[config.mk]
export PLATFORM = sky130hd
export DESIGN_NAME = insn_decode_stage
export DESIGN_NICKNAME = d
export VERILOG_FILES = /design/src/rtl/insn_decode_stage.sv
export SDC_FILE = /design/constraint.sdc
export NUM_CORES = 2
export LEC_CHECK = 0
export CAP_MARGIN = 25
export CORE_MARGIN = 1.5
export CORE_UTILIZATION = 55
export CTS_BUF_LIST = sky130_fd_sc_hd__clkbuf_16
export DETAILED_ROUTE_END_ITERATION = 8
export MAX_ROUTING_LAYER = met4
export PLACE_DENSITY = 0.75
export SLEW_MARGIN = 25
export SYNTH_ARGS = -nofsm -noshare
export SYNTH_HDL_FRONTEND = slang
export SYNTH_SLANG_ARGS = --single-unit
[constraint.sdc]
create_clock -name clk -period 5.38 [get_ports clk]
set_input_delay 1.614 -clock clk [delete_from_list [all_inputs] [get_ports clk]]
set_output_delay 1.614 -clock clk [all_outputs]
set_load 0.1 [all_outputs]
[src/rtl/insn_decode_stage.sv]
// Instruction decode stage: field extraction, immediate extension, register-file read
// with same-cycle writeback bypass, and a per-register busy scoreboard that stalls RAW hazards.
module insn_decode_stage #(
  parameter int LEN_INSN    = 32,
  parameter int LEN_OPECODE = 7,
  parameter int LEN_REGNO   = 4,
  parameter int LEN_REG     = 32,
  parameter int LEN_IMM     = 16,
  parameter int LEN_IMM_EX  = 32,
  parameter int LEN_CC      = 4,
  parameter logic [LEN_OPECODE-1:0] OPECODE_CMP = 7'b010_0000,
  parameter logic [LEN_OPECODE-1:0] OPECODE_ST  = 7'b010_0001
) (
  input  logic                   clk,
  input  logic                   rst,
  input  logic                   in_valid,
  output logic                   in_ready,
  input  logic [LEN_INSN-1:0]    insn,
  input  logic                   flush,
  output logic                   out_valid,
  input  logic                   out_ready,
  output logic [LEN_OPECODE-1:0] opecode_o,
  output logic                   immf_o,
  output logic [LEN_REGNO-1:0]   rd_o,
  output logic [LEN_REGNO-1:0]   rs_o,
  output logic [LEN_CC-1:0]      cc_o,
  output logic [LEN_IMM_EX-1:0]  imm_o,
  output logic [LEN_REG-1:0]     data_rd,
  output logic [LEN_REG-1:0]     data_rs,
  input  logic                   wb_en,
  input  logic [LEN_REGNO-1:0]   wb_rd,
  input  logic [LEN_REG-1:0]     wb_data
);

  localparam int NUM_REGS = 2 ** LEN_REGNO;
  localparam int POS_IMMF = LEN_INSN - LEN_OPECODE - 1;
  localparam int POS_RD   = POS_IMMF - 1;
  localparam int POS_RS   = POS_RD - LEN_REGNO;

  logic [LEN_OPECODE-1:0] dec_opecode;
  logic                   dec_immf;
  logic [LEN_REGNO-1:0]   dec_rd;
  logic [LEN_REGNO-1:0]   dec_rs;
  logic [LEN_IMM-1:0]     dec_imm;
  logic [LEN_CC-1:0]      dec_cc;
  logic                   dec_is_wb;
  logic [LEN_IMM_EX-1:0]  dec_imm_ex;

  assign dec_opecode = insn[LEN_INSN-1 -: LEN_OPECODE];
  assign dec_immf    = insn[POS_IMMF];
  assign dec_rd      = insn[POS_RD -: LEN_REGNO];
  assign dec_rs      = insn[POS_RS -: LEN_REGNO];
  assign dec_imm     = insn[LEN_IMM-1:0];
  assign dec_cc      = insn[LEN_IMM-1 -: LEN_CC];
  assign dec_is_wb   = (dec_opecode != OPECODE_CMP) && (dec_opecode != OPECODE_ST);

  // Extension class is selected by the top four opecode bits.
  always_comb begin
    dec_imm_ex = '0;
    if (dec_immf) begin
      case (dec_opecode[LEN_OPECODE-1 -: 4])
        4'b0000, 4'b0011: dec_imm_ex = LEN_IMM_EX'($signed(dec_imm));
        4'b0001:          dec_imm_ex = LEN_IMM_EX'(dec_imm[4:0]);
        default:          dec_imm_ex = LEN_IMM_EX'(dec_imm);
      endcase
    end
  end

  logic [LEN_OPECODE-1:0] opecode_reg;
  logic                   immf_reg;
  logic [LEN_REGNO-1:0]   rd_reg;
  logic [LEN_REGNO-1:0]   rs_reg;
  logic [LEN_CC-1:0]      cc_reg;
  logic [LEN_IMM_EX-1:0]  imm_reg;
  logic [LEN_REG-1:0]     data_rd_reg;
  logic [LEN_REG-1:0]     data_rs_reg;
  logic                   out_valid_reg;
  logic                   is_wb_reg;

  logic [LEN_REG-1:0]  regfile [NUM_REGS];
  logic [NUM_REGS-1:0] busy_vec;

  logic wb_hit_rd;
  logic wb_hit_rs;
  logic hazard;
  logic accept;
  logic [LEN_REG-1:0] rd_value;
  logic [LEN_REG-1:0] rs_value;

  assign wb_hit_rd = wb_en && (wb_rd == dec_rd);
  assign wb_hit_rs = wb_en && (wb_rd == dec_rs);
  // A busy source is fine when its producer is writing back on this very edge.
  assign hazard    = (busy_vec[dec_rd] && !wb_hit_rd)
                   || (!dec_immf && busy_vec[dec_rs] && !wb_hit_rs);
  assign in_ready  = !flush && !hazard && (!out_valid_reg || out_ready);
  assign accept    = in_valid && in_ready;
  assign rd_value  = wb_hit_rd ? wb_data : regfile[dec_rd];
  assign rs_value  = wb_hit_rs ? wb_data : regfile[dec_rs];

  generate
    for (genvar gi = 0; gi < NUM_REGS; gi++) begin : g_reg
      localparam logic [LEN_REGNO-1:0] IDX = LEN_REGNO'(gi);
      logic [LEN_REG-1:0] value_reg;
      logic               busy_reg;
      logic               set_busy;
      logic               clr_wb;
      logic               clr_flush;

      assign set_busy  = accept && dec_is_wb && (dec_rd == IDX);
      assign clr_wb    = wb_en && (wb_rd == IDX);
      assign clr_flush = flush && out_valid_reg && is_wb_reg && (rd_reg == IDX);

      always_ff @(posedge clk) begin
        if (rst) begin
          value_reg <= '0;
          busy_reg  <= 1'b0;
        end else begin
          if (clr_wb)
            value_reg <= wb_data;
          // A new issue claiming the register wins over any clear on the same edge.
          if (set_busy)
            busy_reg <= 1'b1;
          else if (clr_wb || clr_flush)
            busy_reg <= 1'b0;
        end
      end

      assign regfile[gi]  = value_reg;
      assign busy_vec[gi] = busy_reg;
    end
  endgenerate

  always_ff @(posedge clk) begin
    if (rst) begin
      out_valid_reg <= 1'b0;
      is_wb_reg     <= 1'b0;
      opecode_reg   <= '0;
      immf_reg      <= 1'b0;
      rd_reg        <= '0;
      rs_reg        <= '0;
      cc_reg        <= '0;
      imm_reg       <= '0;
      data_rd_reg   <= '0;
      data_rs_reg   <= '0;
    end else if (accept) begin
      out_valid_reg <= 1'b1;
      is_wb_reg     <= dec_is_wb;
      opecode_reg   <= dec_opecode;
      immf_reg      <= dec_immf;
      rd_reg        <= dec_rd;
      rs_reg        <= dec_rs;
      cc_reg        <= dec_cc;
      imm_reg       <= dec_imm_ex;
      data_rd_reg   <= rd_value;
      data_rs_reg   <= rs_value;
    end else if (flush || out_ready) begin
      out_valid_reg <= 1'b0;
    end
  end

  assign out_valid = out_valid_reg;
  assign opecode_o = opecode_reg;
  assign immf_o    = immf_reg;
  assign rd_o      = rd_reg;
  assign rs_o      = rs_reg;
  assign cc_o      = cc_reg;
  assign imm_o     = imm_reg;
  assign data_rd   = data_rd_reg;
  assign data_rs   = data_rs_reg;

endmodule

Word level (Yosys, flattened, before mapping)
Cells that the tools add are included.
{"block": "totals", "ff_bits": 646, "latch_bits": 0, "ramBits": 0, "mem_bits_ro": 0, "inputBits": 74, "mem_count": 0}
{"block": "classes", "add_sub_neg": 0, "mul": 0, "n_div": 0, "n_lt_le_gt_ge": 4, "n_eq_ne": 51, "n_shift": 0, "muxes": 48, "bitwise": 2, "reduce_logical": 107}
{"op": "32-bit binary-select mux with 4-bit select", "count": 2}
{"op": "32-bit two-way mux", "count": 7}
{"op": "4-bit == test (second input constant)", "count": 24}
{"op": "32-bit case mux with 2 select lines", "count": 1}
{"op": "1-bit logical AND", "count": 60}
{"op": "4-bit by 3-bit == test with 1-bit output (second input constant)", "count": 12}
{"op": "1-bit two-way mux", "count": 36}
{"op": "2-bit nonzero test", "count": 17}
{"op": "4-bit by 2-bit == test with 1-bit output (second input constant)", "count": 7}
{"op": "1-bit logical OR", "count": 19}
{"op": "4-bit by 1-bit == test with 1-bit output (second input constant)", "count": 4}
{"op": "4-bit logical NOT", "count": 4}
{"op": "7-bit by 6-bit != test with 1-bit output (second input constant)", "count": 2}
{"op": "5-bit greater-or-equal comparator (second input constant)", "count": 2}
{"op": "4-bit by 5-bit < comparator with 1-bit output (second input constant)", "count": 2}
{"op": "4-bit inverter with 5-bit output", "count": 2}
{"op": "1-bit binary-select mux with 4-bit select", "count": 2}
{"op": "4-bit == test", "count": 2}
{"op": "1-bit logical NOT", "count": 6}
{"op": "2-bit OR reduction", "count": 1}

Longest topological paths before layout
{"block": "logic_depth", "ltp_word": 12, "depth_mapped": 11, "ltp_nobuf": 6}

Worst setup path before layout
No wires, ideal clock.
{"block": "synth_path", "path_type": "in2out", "startpoint": "input port insn[16]", "endpoint": "output port in_ready", "arrival_ps": 3766, "required_ps": 3766, "path_slack_ps": 0, "stages": 6, "cell_sequence": "buf_2 > mux4_2 > mux4_2 > o211a_2 > a31oi_1 > and2_1"}
{"block": "synth_via", "elab_chain_cells": 8}
{"element": "start, declared", "line_no": "18", "rtl": "input logic [LEN_INSN-1:0] insn,"}
{"element": "1-bit binary-select mux with 4-bit select / 4-bit == test (equally long branches)", "line_no": "94, 91"}
{"element": "1-bit two-way mux (implied by the code) / 1-bit logical AND (equally long branches)", "line_no": "94, 91"}
{"element": "1-bit logical AND / 1-bit logical NOT (equally long branches)", "line_no": "94", "rtl": "|| (!dec_immf && busy_vec[dec_rs] && !wb_hit_rs);"}
{"element": "1-bit logical AND *", "line_no": "94"}
{"element": "1-bit logical OR *", "line_no": "94"}
{"element": "1-bit logical NOT *", "line_no": "95", "rtl": "assign in_ready = !flush && !hazard && (!out_valid_reg || out_ready);"}
{"element": "1-bit logical AND * (2 in a row)", "line_no": "95"}
{"element": "end, declared", "line_no": "17", "rtl": "output logic in_ready,"}
Every way passes the cells marked *; elsewhere a longest branch is shown, timed or not. The select of a mux whose other input is x is not followed.

Final worst setup path
Ends and elaborated chain as after synthesis.

==> flow_summary.yaml <==
min_path:
  hold_path.class: "reg2reg"
  worstHoldStart: "imm_o[13]"
global_route:
  antenna_found_initial: 4
  grt_pass1_vias: 26000
  grt_max_degree: 215
  grt_pass1_wl_um: 154000
  grt_use_total: 0.369
  overflow: 0
sta:
  rsz0062_at_grt: "false"
  fmax_mhz: 198
  slew_viol_final: 0
  slew_headroom: 0.278
  finClkSkew_ns: 0.0211
  finalCritPeriodShare: 0.939
  fin_tns_setup_ns: 0
  setup_ws_ns: 0.328
  fin_hold_ws_ns: 0.452
  worstMarginPinSlew_ns: 1.08
  hold_viol: 0
  finalSetupViolCount: 0
  fin_crit_ns: 5.05
clock_network:
  cts_buffers: 66
  clockRootBuffer: "clkbuf_16"
  cts_buffer_depth: 3
  insertion_delay_ns: 0.61
  htree_levels: 3
  clkTransAtPathRegs_ns: 0.06
  post_cts_buffers: 0
  cts_hold_buf: 0
  cts.repair.resized: 0
  cts_sinks: 631
  cts_tree: "yes"
place:
  pre_cts_slack_ns: 0.328
  placed_area_um2: 32800
  port_buffers: 191
  routabilityCongestion: 0.893
  dp_cells: 3976
  dpl.hpwl_um: 57200
final_layout:
  fin_cells: 4097
  drive_gt1_frac: 0.154
  final_core_utilization: 0.633
  layout_commonest_cell: "nand2_1"
  nets: 3370
  area_growth_pct: 14.0
  largest_register_ffs: 512
  fillers: 4302
  mostFrequentLayoutCells: "1,104 x nand2_1, 631 x dfxtp_1, 610 x a21oi_1"
  post-route-cell-area_um2: 34800
synthesis:
  synth_edf_count: 0
  ys_types: 42
  synth_top_area_share: 0.414
  syn_inst: 3330
  yosys_most_used_dff: "dfxtp_1"
  seq_area_frac_synth: 0.414
  synth_area_leaders: "dfxtp_1 41%, mux4_2 23%, nand2_1 14%"
  ys_warn_count: 0
  syn_nets: 3404
  ys_ff_latch: 631
  syn-mean-instance-area_um2: 9.17
  synthArstFlopShare: 0
  synth_top_cell_by_area: "dfxtp_1"
  synth_area_um2: 30500
power:
  vdd_drop_max_mv: 0.187
  power_density_nw_per_um2: 300
  p_total_mw: 10.4
  p_leak_nw: 11.6
drt:
  vias: 26800
  wirelength_um: 103000
  dr.max_layer_used: "met4"
  drcViolationCount: 0
  routedWlPerCell_um: 25.2
  wl_met3_um: 14600
  vias_per_cell: 6.55
  postRouteAntennaNets: 0
  dr_wl_met2_um: 46600
  first_pass_iters: 8
  drtIter0Drc: 4218
  wl_met1_um: 36300
worst_setup_path:
  cp-end-kind: "output pin"
  critical-path-max-stage-delay_ns: 0.51
  worstPathCellList: "clkbuf_8, mux4_2, mux4_2, o211a_2, a31oi_1, and2_2, buf_12"
  crit_fanout: 8
  cp-start-kind: "input pin"
  crit_type: "in2out"
  crit_start: "insn[16]"
  cpMostUsedCell: "mux4_2"
  critical_path_arrival_ns: 3.44
  reg2reg_from: "g_reg[7].busy_reg"
  cp.required_ns: 3.77
  crit_slowest_cell: "mux4_2"
floorplan:
  chipWidth_um: 239
  die_h_um: 239
  die_area_um2: 57000
  initial_utilization: 0.555
  core_area_um2: 55000
  row_count: 86
  ios: 192
outcome:
  status: "finished clean"
flow_run:
  maxCapViolations: 0
## worst paths after layout
kind         slack [ns]          end  cells after the start
max                0.33     in_ready                      7
min                0.45    imm_o[13]                      2
max reg2reg        2.67  data_rd[19]                      7
min reg2reg        0.45    imm_o[13]                      2
## cell families (layout without fill, tap and decap cells)
group / count (synthesis) / after routing / synth area share
mux: 390 / 390 / 0.257
flops: 631 / 631 / 0.414
compound gates: 731 / 731 / 0.126
simple gates: 1204 / 1204 / 0.152
buf+inv: 365 / 379 / 0.0481
other cells: 0 / 5 / 0
xor+xnor: 9 / 9 / 0.00258
## cell type report
| class | instances | area [µm²] | share of cell area |
|---|---|---|---|
| multi-input cells | 2334 | 16600 | 0.476 |
| flip-flops and latches | 631 | 12600 | 0.363 |
| repair buffers | 260 | 2610 | 0.0750 |
| clock buffers | 71 | 1780 | 0.0510 |
| well taps | 748 | 936 | 0.0269 |
| clock inverters | 45 | 251 | 0.00722 |
| diodes | 5 | 12.5 | 0.000359 |
| inverters | 3 | 11.3 | 0.000323 |
## per-layer routing
metal / up-vias / GRT usage
met3: 415 / 0.0885
met1: 12800 / 0.465
met5: - / -
met2: 2044 / 0.551
met4: 0 / 0.199
li1: 11600 / -
## critical path, delay by kind of cell
kind / cells / cell delay (ns)
and+or+nand+nor: 1 / 0.19
muxes: 2 / 0.98
AOI/OAI and AO/OA: 2 / 0.32
buffers and inverters: 2 / 0.33
## report_power, final
group	leakage [nW]	switching, mW	internal [mW]
logic	5.45	0.863	0.367
registers	5.10	0.0654	4.76
clock network	1.06	1.92	2.47
total	11.6	2.85	7.60
## synthesized netlist by cell type (all sizes together) (10+ instances only)
cell type  number
o21ai          71
a21oi         610
buf            71
mux2i          74
o2111ai        12
clkbuf        291
mux4          316
nor3           10
nor2           33
dfxtp         631
nand2        1104
nand3          26
Power figures use the tool's default switching activity.
